`src/rtl/bus_arbiter.sv`:
```
// Round-robin data-bus arbiter: grants one of NUM_MST masters with a bounded hold
// time and muxes the owner's address, write data and strobes onto the slave bus.
module bus_arbiter #(
  parameter int NUM_MST  = 2,
  parameter int MAX_HOLD = 8
) (
  input  logic                   clk,
  input  logic                   rst,
  input  logic [NUM_MST-1:0]     mst_req,
  output logic [NUM_MST-1:0]     mst_grant,
  input  logic [NUM_MST-1:0]     mst_wr,
  input  logic [NUM_MST-1:0]     mst_rd,
  input  logic [8*NUM_MST-1:0]   mst_addr,
  input  logic [8*NUM_MST-1:0]   mst_wr_data,
  output logic [7:0]             mst_rd_data,
  output logic                   slv_wr,
  output logic                   slv_rd,
  output logic [7:0]             slv_addr,
  output logic [7:0]             slv_wr_data,
  input  logic [7:0]             slv_rd_data,
  output logic [1:0]             owner_id,
  output logic                   busy
);

  localparam logic [3:0] HOLD_LAST = 4'(MAX_HOLD - 1);
  localparam logic [1:0] LAST_RST  = 2'(NUM_MST - 1);

  logic       busy_q, busy_d;
  logic [1:0] owner_q, owner_d;
  logic [1:0] last_q, last_d;
  logic [3:0] hold_q, hold_d;

  logic       owner_req, owner_wr, owner_rd;
  logic [7:0] owner_addr, owner_wdata;
  logic [2:0] pick_all, pick_oth;

  // Returns {found, index}; scanning starts after `last` so the previous winner is seen last.
  function automatic logic [2:0] rr_pick(input logic [NUM_MST-1:0] req,
                                         input logic [1:0]         last,
                                         input logic               excl_en,
                                         input logic [1:0]         excl);
    logic       found;
    logic [1:0] idx;
    logic [1:0] cand;
    found = 1'b0;
    idx   = 2'd0;
    for (int k = 1; k <= NUM_MST; k++) begin
      cand = 2'((int'(last) + k) % NUM_MST);
      for (int i = 0; i < NUM_MST; i++) begin
        if (!found && (2'(i) == cand) && req[i] && !(excl_en && (2'(i) == excl))) begin
          found = 1'b1;
          idx   = 2'(i);
        end
      end
    end
    return {found, idx};
  endfunction

  always_comb begin
    owner_req   = 1'b0;
    owner_wr    = 1'b0;
    owner_rd    = 1'b0;
    owner_addr  = 8'h00;
    owner_wdata = 8'h00;
    mst_grant   = '0;
    for (int i = 0; i < NUM_MST; i++) begin
      if (owner_q == 2'(i)) begin
        owner_req   = mst_req[i];
        owner_wr    = mst_wr[i];
        owner_rd    = mst_rd[i];
        owner_addr  = mst_addr[8*i +: 8];
        owner_wdata = mst_wr_data[8*i +: 8];
      end
      mst_grant[i] = busy_q && (owner_q == 2'(i)) && mst_req[i];
    end
  end

  assign slv_wr      = busy_q & owner_req & owner_wr;
  assign slv_rd      = busy_q & owner_req & owner_rd;
  assign slv_addr    = busy_q ? owner_addr  : 8'h00;
  assign slv_wr_data = busy_q ? owner_wdata : 8'h00;
  assign mst_rd_data = slv_rd_data;
  assign owner_id    = owner_q;
  assign busy        = busy_q;

  always_comb begin
    busy_d   = busy_q;
    owner_d  = owner_q;
    last_d   = last_q;
    hold_d   = hold_q;
    pick_all = rr_pick(mst_req, last_q, 1'b0, 2'd0);
    pick_oth = rr_pick(mst_req, last_q, 1'b1, owner_q);
    if (!busy_q) begin
      if (pick_all[2]) begin
        busy_d  = 1'b1;
        owner_d = pick_all[1:0];
        last_d  = pick_all[1:0];
        hold_d  = 4'd0;
      end
    end else if (!owner_req) begin
      // Owner released: hand straight to the next requester, or go idle.
      if (pick_all[2]) begin
        owner_d = pick_all[1:0];
        last_d  = pick_all[1:0];
        hold_d  = 4'd0;
      end else begin
        busy_d = 1'b0;
      end
    end else if ((hold_q == HOLD_LAST) && pick_oth[2]) begin
      owner_d = pick_oth[1:0];
      last_d  = pick_oth[1:0];
      hold_d  = 4'd0;
    end else if (hold_q != HOLD_LAST) begin
      hold_d = hold_q + 4'd1;
    end
  end

  always_ff @(posedge clk) begin
    if (rst) begin
      busy_q  <= 1'b0;
      owner_q <= 2'd0;
      last_q  <= LAST_RST;
      hold_q  <= 4'd0;
    end else begin
      busy_q  <= busy_d;
      owner_q <= owner_d;
      last_q  <= last_d;
      hold_q  <= hold_d;
    end
  end

endmodule

```
`config.mk`:
```
export PLATFORM = sky130hd
export DESIGN_NAME = bus_arbiter
export DESIGN_NICKNAME = d
export VERILOG_FILES = /design/src/rtl/bus_arbiter.sv
export SDC_FILE = /design/constraint.sdc
export NUM_CORES = 1
export LEC_CHECK = 0
export BUFFER_PORTS_ARGS = -buffer_cell sky130_fd_sc_hd__buf_2
export CAP_MARGIN = 20
export CORE_MARGIN = 2
export CORE_UTILIZATION = 32
export CTS_BUF_LIST = sky130_fd_sc_hd__clkbuf_16
export DETAILED_ROUTE_END_ITERATION = 10
export PLACE_DENSITY_LB_ADDON = 0.08
export SLEW_MARGIN = 5
export SYNTH_ARGS = -nofsm -noshare
export SYNTH_HDL_FRONTEND = slang
export SYNTH_SLANG_ARGS = --single-unit
```
`constraint.sdc`:
```
create_clock -name clk -period 1.3 [get_ports clk]
set_input_delay 0.13 -clock clk [delete_from_list [all_inputs] [get_ports clk]]
set_output_delay 0.13 -clock clk [all_outputs]
set_load 0.005 [all_outputs]
```
==> metrics <==
die area=about 2900 µm²; DR vias/cell=5.03; pin count of the biggest net entering global routing=20; CP Launch Type=register; Vias=1047; slowest stage delay, CP=0.40 ns; area grow syn2layout=93.0%; CTS root buffer=clkbuf_16; Clock transition at path regs=0.04 ns; Final Skew=around 0.0019 ns; vias in the first global route=approximately 850; critical path type=register to output pin; Max Clock Freq=744 MHz; Initial Util=33.3%; met3 Track Usage GR=under 10%; met1 Use GR=19.4%; Multi-input gate area=714 µm²; failing checks=negative setup slack; Final WS setup=-0.0433 ns; Yosys reg bits=8; fin crit period=1.34 ns; R2R setup slack=-0.04 ns; fin util=64.2%; DR WL/cell=13.1 µm; Worst-Margin Slew=0.395 ns; std cell rows=18; DR pass1 iterations=4; die width=~54 µm; period utilization=103%; post-synthesis sequential area ratio=19.8%; main flop type after synthesis=dfxtp_1; status=complete, but fails checks; clk_lat worst skew=0.23 ns; Seq. cell area=around 170 µm²; # setup viols final=16; setup TNS=-0.385 ns; Fin. Hold Viols=0; Hold Path Class=input port to register; post-synth cell types=34; first-pass GRT wire length=3.58 mm; area of the core=2430 µm²; area of the mapped netlist=between 800 and 900 µm²; Routed Antenna Nets=0; Place WS=-0.145 ns; I/O pins=79; diode count=0; Total Routed Length=2.72 mm; IO Port Bufs=62; GRT met2 Usage=30.1%; Worst Path Buf+Inv=2; CP top delay family=flip-flops; final HPWL from detailed placement=1.87 mm; worst endpoint data arrival time=approximately 1.2 ns; CTS H-tree lvls=1; Rel. slew slack=73.6%; NumNets Final=about 230; RSZ-0062 raised after global routing=yes; most frequent cells in the layout=62 x buf_2, 16 x buf_4, 13 x mux2i_1, 13 x nor2_1, 6 x clkbuf_16; final instance area=1560 µm²; leak pwr=0.752 nW; mean post-synth cell area=7.78 µm²; commonest non-fill, non-tap cell in the layout=buf_2; Most Crowded Layer GR=met2; initial DRC count=13; Tot Pwr=1.18 mW; total grt overflow=0; number of cells on the critical path=4; placed cell area=1180 µm²; max cap viols=0; peak supply drop=between 1 and 1.5 mV; cts bufs inserted=3; worst hold stages=2; Layout fillers=194; Residual DRC=0; CP endpoint kind=output pin; share of layout cells above drive strength 1=66.3%; power per cell area=755 nW/µm²; fin. max-slew vios=0; total track usage=16.6%; number of synthesized flops with an enable pin=0; RePlAce Congestion=0.766; CP Data Required Time=between 1 and 1.5 ns; Post-synth ARST share=0%; crit-path max FO=9; die height=54.3 µm; Synthesized Nets=153; Mapped Cells=104; reg2reg path depth=4; Syn. warnings=0; slowest CP cell=dfxtp_4; largest buffer count on any clock path=2; CTS tree=yes; Sink Count=8; initial antenna violation count=0; Cell Chain, Critical Path=clkbuf_16, mux2i_1, nor2_2, buf_2
==> metal layers <==
metal / wire length, µm / vias to the layer above
met1: 1060 / 486
met2: 1450 / 41
met5: 0 / -
li1: - / 518
met4: 12 / 0
met3: 199 / 2
==> through the flow <==
stage          instances  hold WS (ns)
4_1_cts              204         0.179
2_1_floorplan        104         0.202
5_1_grt              208         0.197
6_report             208         0.183
3_5_place_dp         195         0.260
3_3_place_gp         195         0.260
==> synth_stat cells (2+ instances only) <==
library cell  number  area, µm²
a221o_1            2       20.0
a311oi_1           2       17.5
buf_2              3       15.0
buf_4              8       60.1
dfxtp_1            8        160
inv_1              4       15.0
mux2i_1           18        180
nand2_1            4       15.0
nand2b_1           2       12.5
nand3_1            4       20.0
nor2_1            22       82.6
nor2b_1            3       18.8
o21ai_0            2       10.0
o21bai_1           2       15.0
==> registers in the layout, indices dropped and copies added (netlist names) <==
signal / count
hold_q: 4
owner_id: 2
busy: 1
last_q: 1
==> repair_timing <==
| item | CTS | global route |
|---|---|---|
| endpoints found under the setup margin | 26 | 26 |
| buffers inserted | 7 | 1 |
| endpoints found under the hold margin | 0 | 0 |
| gates resized for setup | 17 | 25 |
| hold buffers | 0 | 0 |
| pin swaps | 5 | 9 |
| gates cloned | 0 | 3 |
==> power by group <==
part	leakage [nW]	internal (mW)	switching, mW	total (mW)
sequential	0.0676	0.256	0.0142	0.270
clock	0.0370	0.397	0.126	0.523
combinational	0.648	0.217	0.171	0.388
==> worst reg2reg max path: cells and delay by family (launching register included) <==
family | cells | cell delay (ns)
AO/OA/AOI/OAI | 2 | 0.40
buffers and inverters | 1 | 0.18
AND/OR/NAND/NOR | 1 | 0.29
flip-flops | 1 | 0.37
==> worst paths after layout <==
kind | to | from
hold reg to reg | hold_q[2] | hold_q[2]
setup reg to reg | hold_q[2] | owner_id[0]
setup / recovery | slv_addr[7] | owner_id[0]
hold / removal | hold_q[3] | rst
==> layout make-up <==
class	instances	share of cell area, %
Multi-Input combinational cell	79	45.7
Inverter	4	0.961
Timing Repair Buffer	84	35.3
Sequential cell	8	10.8
Clock buffer	3	4.80
Tap cell	30	2.40
==> cell families (layout without fill, tap and decap cells) <==
kind of cell / Yosys count / in the layout / share of synthesized area, %
and+or+nand+nor: 42 / 42 / 25.5
AOI/OAI and AO/OA: 18 / 18 / 17.9
muxes: 18 / 18 / 22.3
buffers and inverters: 17 / 91 / 13.0
DFF: 8 / 8 / 19.8
adders and majority gates: 1 / 1 / 1.55
Note: power is estimated with default switching activity, not from simulation.
